$ cat src/rtl/ts_rx_chk_pkg.sv
`default_nettype none
// ============================================================================
// Module  : ts_rx_chk_pkg
// Brief   : Symbol constants, TS type and checker state encodings.
// Revision: 1.0
// ============================================================================
package ts_rx_chk_pkg;

    localparam logic [7:0] C_COM    = 8'hBC;
    localparam logic [7:0] C_PADG12 = 8'hF7;
    localparam logic [7:0] C_D10_2  = 8'h4A;
    localparam logic [7:0] C_D5_2   = 8'h45;
    localparam logic [7:0] C_D21_5  = 8'hB5;
    localparam logic [7:0] C_D26_5  = 8'hBA;

    typedef enum logic [1:0] {
        TS_NONE = 2'd0,
        TS_1    = 2'd1,
        TS_2    = 2'd2
    } ts_type_e;

    typedef enum logic [1:0] {
        ST_IDLE  = 2'd0,
        ST_HUNT  = 2'd1,
        ST_TRACK = 2'd2,
        ST_DONE  = 2'd3
    } state_e;

    // Symbol 0 sits in the most significant byte.
    function automatic logic [7:0] get_sym(input logic [127:0] os, input int idx);
        return os[127 - 8*idx -: 8];
    endfunction

endpackage
`default_nettype wire

$ cat src/rtl/ts_rx_decode.sv
`default_nettype none
// ============================================================================
// Module  : ts_rx_decode
// Brief   : Combinational TS1/TS2 classifier and field splitter.
//           Macro TS_RX_POLARITY_DET_EN adds inverted-polarity identifiers.
// Revision: 1.0
// ============================================================================
module ts_rx_decode
    import ts_rx_chk_pkg::*;
(
    input  wire logic [127:0] os,
    output ts_type_e          ts_type,
    output logic              malformed,
`ifdef TS_RX_POLARITY_DET_EN
    output logic              inverted,
`endif
    output logic [39:0]       id_syms,
    output logic [7:0]        link_num,
    output logic [7:0]        lane_num,
    output logic [5:0]        rate
);

    logic w_all_d10;
    logic w_all_d5;
    logic w_all_d21;
    logic w_all_d26;

    always_comb begin
        w_all_d10 = 1'b1;
        w_all_d5  = 1'b1;
        w_all_d21 = 1'b1;
        w_all_d26 = 1'b1;
        for (int i = 6; i < 16; i++) begin
            w_all_d10 &= (get_sym(os, i) == C_D10_2);
            w_all_d5  &= (get_sym(os, i) == C_D5_2);
            w_all_d21 &= (get_sym(os, i) == C_D21_5);
            w_all_d26 &= (get_sym(os, i) == C_D26_5);
        end
    end

    always_comb begin
        ts_type = TS_NONE;
`ifdef TS_RX_POLARITY_DET_EN
        inverted = 1'b0;
`endif
        if (get_sym(os, 0) == C_COM) begin
            if (w_all_d10) begin
                ts_type = TS_1;
            end else if (w_all_d5) begin
                ts_type = TS_2;
`ifdef TS_RX_POLARITY_DET_EN
            end else if (w_all_d21) begin
                ts_type  = TS_1;
                inverted = 1'b1;
            end else if (w_all_d26) begin
                ts_type  = TS_2;
                inverted = 1'b1;
`endif
            end
        end
        malformed = (ts_type == TS_NONE);
    end

    assign id_syms  = os[119:80];
    assign link_num = get_sym(os, 1);
    assign lane_num = get_sym(os, 2);
    assign rate     = os[93:88];

`ifndef TS_RX_POLARITY_DET_EN
    // Inverted identifiers are simply malformed in this build.
    logic w_unused_inv;
    assign w_unused_inv = w_all_d21 | w_all_d26;
`endif

endmodule
`default_nettype wire

$ cat config.mk
export PLATFORM = sky130hd
export DESIGN_NAME = ts_rx_decode
export DESIGN_NICKNAME = d
export VERILOG_FILES = /design/src/rtl/ts_rx_chk_pkg.sv /design/src/rtl/ts_rx_decode.sv
export SDC_FILE = /design/constraint.sdc
export NUM_CORES = 1
export LEC_CHECK = 0
export ABC_AREA = 0
export BUFFER_PORTS_ARGS = -buffer_cell sky130_fd_sc_hd__buf_2
export CORE_AREA = 5 5 71 73
export DETAILED_ROUTE_END_ITERATION = 16
export DIE_AREA = 0 0 76 78
export GPL_ROUTABILITY_DRIVEN = 1
export GPL_TIMING_DRIVEN = 0
export PLACE_DENSITY = 0.83
export SYNTH_ARGS = -nofsm -noshare
export SYNTH_HDL_FRONTEND = slang
export SYNTH_SLANG_ARGS = --single-unit
$ cat constraint.sdc
create_clock -name vclk -period 0.8
set_input_delay 0.04 -clock vclk [all_inputs]
set_output_delay 0.04 -clock vclk [all_outputs]
set_load 0.1 [all_outputs]
* Yosys cells after proc, flatten, opt, wreduce, memory -nomap -nowiden *
Cells that the tools add are included.

storage, ports and cells
  register bits after elaboration = 0
  input port bits = 128
  output and inout port bits = 65
  logic and storage cells = 43

operators by class
  eq/ne operators = 21
  multiplexer cells = 3
  bitwise operators = 18
  reduce and logical (&&, ||, !) cells = 1

operator list
  cell                                                  count
  equality test 8 x 7 -> 1 bit (second input constant)  20
  bitwise AND 1 bit                                     18
  equality test 8 bit (second input constant)           1
  2-to-1 mux 2 bit                                      3
  zero test 2 bit                                       1

* Longest topological paths before layout *
  depth after elaboration = 14
  depth in mapped cells = 4
  mapped depth without buffers = 4

* Least setup slack after synthesis *
OpenSTA, ideal clock, no wires.

  path kind = input to output
  start point = input port os[2]
  end point = output port malformed
  data arrival time = 2523 ps
  required time = 760 ps
  setup slack = -1763 ps
  stages on the path = 4
  path buffers = 0
  cell sequence = and4bb_2 > nand4_1 > nor4_2 > o21ai_0

between the ends
  longest elaborated chain between the ends = 6
  elaborated cells on any way between the ends = 8
  classes of those cells = eq/ne (2); mux (3); bitwise (2); reduce/logical (1)

ends and longest elaborated chain
  element                       RTL line            text
  start, declared               ts_rx_decode.sv:11  input wire logic [127:0] os,
  equality test 8 x 7 -> 1 bit  ts_rx_decode.sv:35  w_all_d5 &= (get_sym(os, i) == C_D5_2);
  bitwise AND 1 bit             ts_rx_decode.sv:35
  2-to-1 mux 2 bit              ts_rx_decode.sv:49  end else if (w_all_d5) begin
  2-to-1 mux 2 bit *            ts_rx_decode.sv:47  if (w_all_d10) begin
  2-to-1 mux 2 bit *            ts_rx_decode.sv:46  if (get_sym(os, 0) == C_COM) begin
  zero test 2 bit *             ts_rx_decode.sv:61  malformed = (ts_type == TS_NONE);
  end, declared                 ts_rx_decode.sv:13  output logic malformed,

Mark *: on every way between the ends. The rest lies on a longest branch, timed or not.

* Worst setup path after layout *
  start point = input port os[56]
  end point = output port malformed

between the ends
  longest elaborated chain between the ends = 13
  elaborated cells on any way between the ends = 22
  classes of those cells = eq/ne (2); mux (3); bitwise (16); reduce/logical (1)

ends and longest elaborated chain
  element                         RTL line
  equality test 8 x 7 -> 1 bit    ts_rx_decode.sv:35
  bitwise AND 1 bit (8 in a row)  ts_rx_decode.sv:35
  2-to-1 mux 2 bit                ts_rx_decode.sv:49
  2-to-1 mux 2 bit *              ts_rx_decode.sv:47
  2-to-1 mux 2 bit *              ts_rx_decode.sv:46
  zero test 2 bit *               ts_rx_decode.sv:61

Marked as above.

==> impl_metrics.env <==
export IMPL_synthXorXnorAreaFrac_pct=0
export IMPL_place_gp_congestion=0.719
export IMPL_die_area_mm2=0.00593
export IMPL_place_hpwl_mm=3.81
export IMPL_nFlopsAndLatches=0
export IMPL_synth_compound_area_share_pct=0.560
export IMPL_drv_cap=0
export IMPL_grt_setup_unrepaired="yes"
export IMPL_synth_top_family_by_area="buffers and inverters"
export IMPL_grt_max_degree=4
export IMPL_core_mm2=0.00429
export IMPL_multiInputGateArea_um2=588
export IMPL_syn_inst=111
export IMPL_hold_class="input pin to primary output"
export IMPL_slew_violations=0
export IMPL_finalSetupViolCount=3
export IMPL_synthAdderAreaFrac_pct=0
export IMPL_p_total_mw=2.02
export IMPL_vias_per_cell=4.22
export IMPL_fin_ws_ns=-0.524
export IMPL_vias=1343
export IMPL_status="finished, violations left"
export IMPL_syn_cell_area_um2=893
export IMPL_syn_avg_cell_area_um2=8.05
export IMPL_cp_arrival_ns=1.28
export IMPL_critPathKind="input pin to primary output"
export IMPL_die_w_um=76
export IMPL_placedCellCount=316
export IMPL_fmax_ghz=0.755
export IMPL_cp_max_fo=2
export IMPL_start_kind="input pin"
export IMPL_yosysUniqueCellTypes=15
export IMPL_io_buffers=153
export IMPL_grt_usage_pct=12.2
export IMPL_stdcell_area_mm2=0.00209
export IMPL_grt_remaining_overflow=0
export IMPL_synth_simple_area_share_pct=47.3
export IMPL_dpl_cell_area_mm2=0.00178
export IMPL_fillers=382
export IMPL_vdd_ir_drop_max_uv=707
export IMPL_pin_count=193
export IMPL_cpMaxStageDelayCell="nor4bb_1"
export IMPL_drc=0
export IMPL_tightest_slew_ns=0.499
export IMPL_yosysMostFrequentCell="buf_4"
export IMPL_grt_pass1_wl_mm=6.29
export IMPL_seq_area_um2=0
export IMPL_synth_top_area_cell="buf_4"
export IMPL_ys_seq_area_share_pct=0
export IMPL_first_pass_iters=4
export IMPL_synth_top_area_share_pct=52.1
export IMPL_final_cells=318
export IMPL_synth_commonest_cells="buf_4 (62), nand4_1 (9), and4bb_2 (8), nor4b_1 (8), nor4bb_1 (8)"
export IMPL_nNetsFinal=396
export IMPL_drtIter0Drc=22
export IMPL_holdWs_ns=0.464
export IMPL_period_needed_ns=1.32
export IMPL_final_layout_size_suffix_gt1_share_pct=91.4
export IMPL_cp_required_ns=0.76
export IMPL_area_growth_pct=134
export IMPL_die_h_um=78
export IMPL_p_leak_nw=1.17
export IMPL_routed_wl_mm=4.28
export IMPL_antennaDiodeCount=0
export IMPL_slew_headroom_pct=66.9
export IMPL_muxShareOfSynthArea_pct=0
export IMPL_synth_nets=239
export IMPL_pre_cts_slack_ns=-1.01
export IMPL_powerDensity_mw_per_mm2=966
export IMPL_violations="setup timing"
export IMPL_clock_buffers=0
export IMPL_ant_nets=0
export IMPL_wl_per_cell_um=13.5
export IMPL_grt_pass1_vias=1362
export IMPL_fp_row_count=24
export IMPL_cpPeakStageDelay_ns=0.28
export IMPL_yosysWarnings=0
export IMPL_antenna_found_initial=0
export IMPL_critPathTopFamily="simple AND/OR/NAND/NOR gates"
export IMPL_synth_area_leaders="buf_4 (52%), and4bb_2 (11%), nor4bb_1 (9.0%)"
export IMPL_critPathBufInv=3
export IMPL_initial_utilization_pct=20.8
export IMPL_crit_path_end_kind="primary output"
export IMPL_hold_viol_final=0
export IMPL_hold_buffers=0
export IMPL_post_route_period_util_pct=165
export IMPL_cp_cell_sequence="buf_2 > nor4bb_1 > nand4_1 > nor4_4 > buf_4 > o21ai_4 > buf_12"
## final timing paths
| check | endpoint | start | cells after the start | slack [ns] |
|---|---|---|---|---|
| min | id_syms[0] | os[80] | 2 | 0.46 |
| max | malformed | os[56] | 7 | -0.52 |
## cell usage in the layout, fill, tap and decap left out, drive strengths merged
master / n
nand4: 9
nand2: 2
nor2: 2
and2: 2
nor4b: 10
buf: 217
nor4: 3
and4b: 1
and4bb: 8
nor3: 1
o21ai: 1
nor2b: 2
nor4bb: 8
## what timing repair did
item | in CTS | in global routing
setup endpoints to repair | 3 | 3
gates resized for setup | 36 | 21
pin swaps | 20 | 18
setup buffers | 1 | 1
## kinds of logic after synthesis
family / Yosys count
buffers and inverters: 62
AOI/OAI and AO/OA: 1
and+or+nand+nor: 48
## final cells by class
class,count,share of cell area [%]
Timing Repair Buffer,155,46.6
Multi-Input combinational cell,49,28.1
Buffer,62,22.2
Tap cell,52,3.11
## metrics by stage
stage | util (%) | setup TNS [ns]
6_report | 48.8 | -1.55
2_1_floorplan | - | -1.06
3_5_place_dp | 41.5 | -2.80
5_1_grt | 48.8 | -1.82
3_3_place_gp | 41.5 | -2.73
4_1_cts | 45.9 | -1.69
## per-layer routing
metal  wire (µm)  vias to the layer above  track usage (%)  part of all wire [%]
li1            -                      662                -                     -
met2        2470                       88             24.6                    58
met5           0                        -                0                     0
met3         520                        0             3.59                    12
met4           0                        0                0                     0
met1        1300                      593             13.0                    30
## power breakdown
group / internal, mW / switching (mW)
Combinational: 0.593 / 1.43
Sequential: 0 / 0
Clock: 0 / 0
No activity file was read; power rests on OpenSTA's default activity.
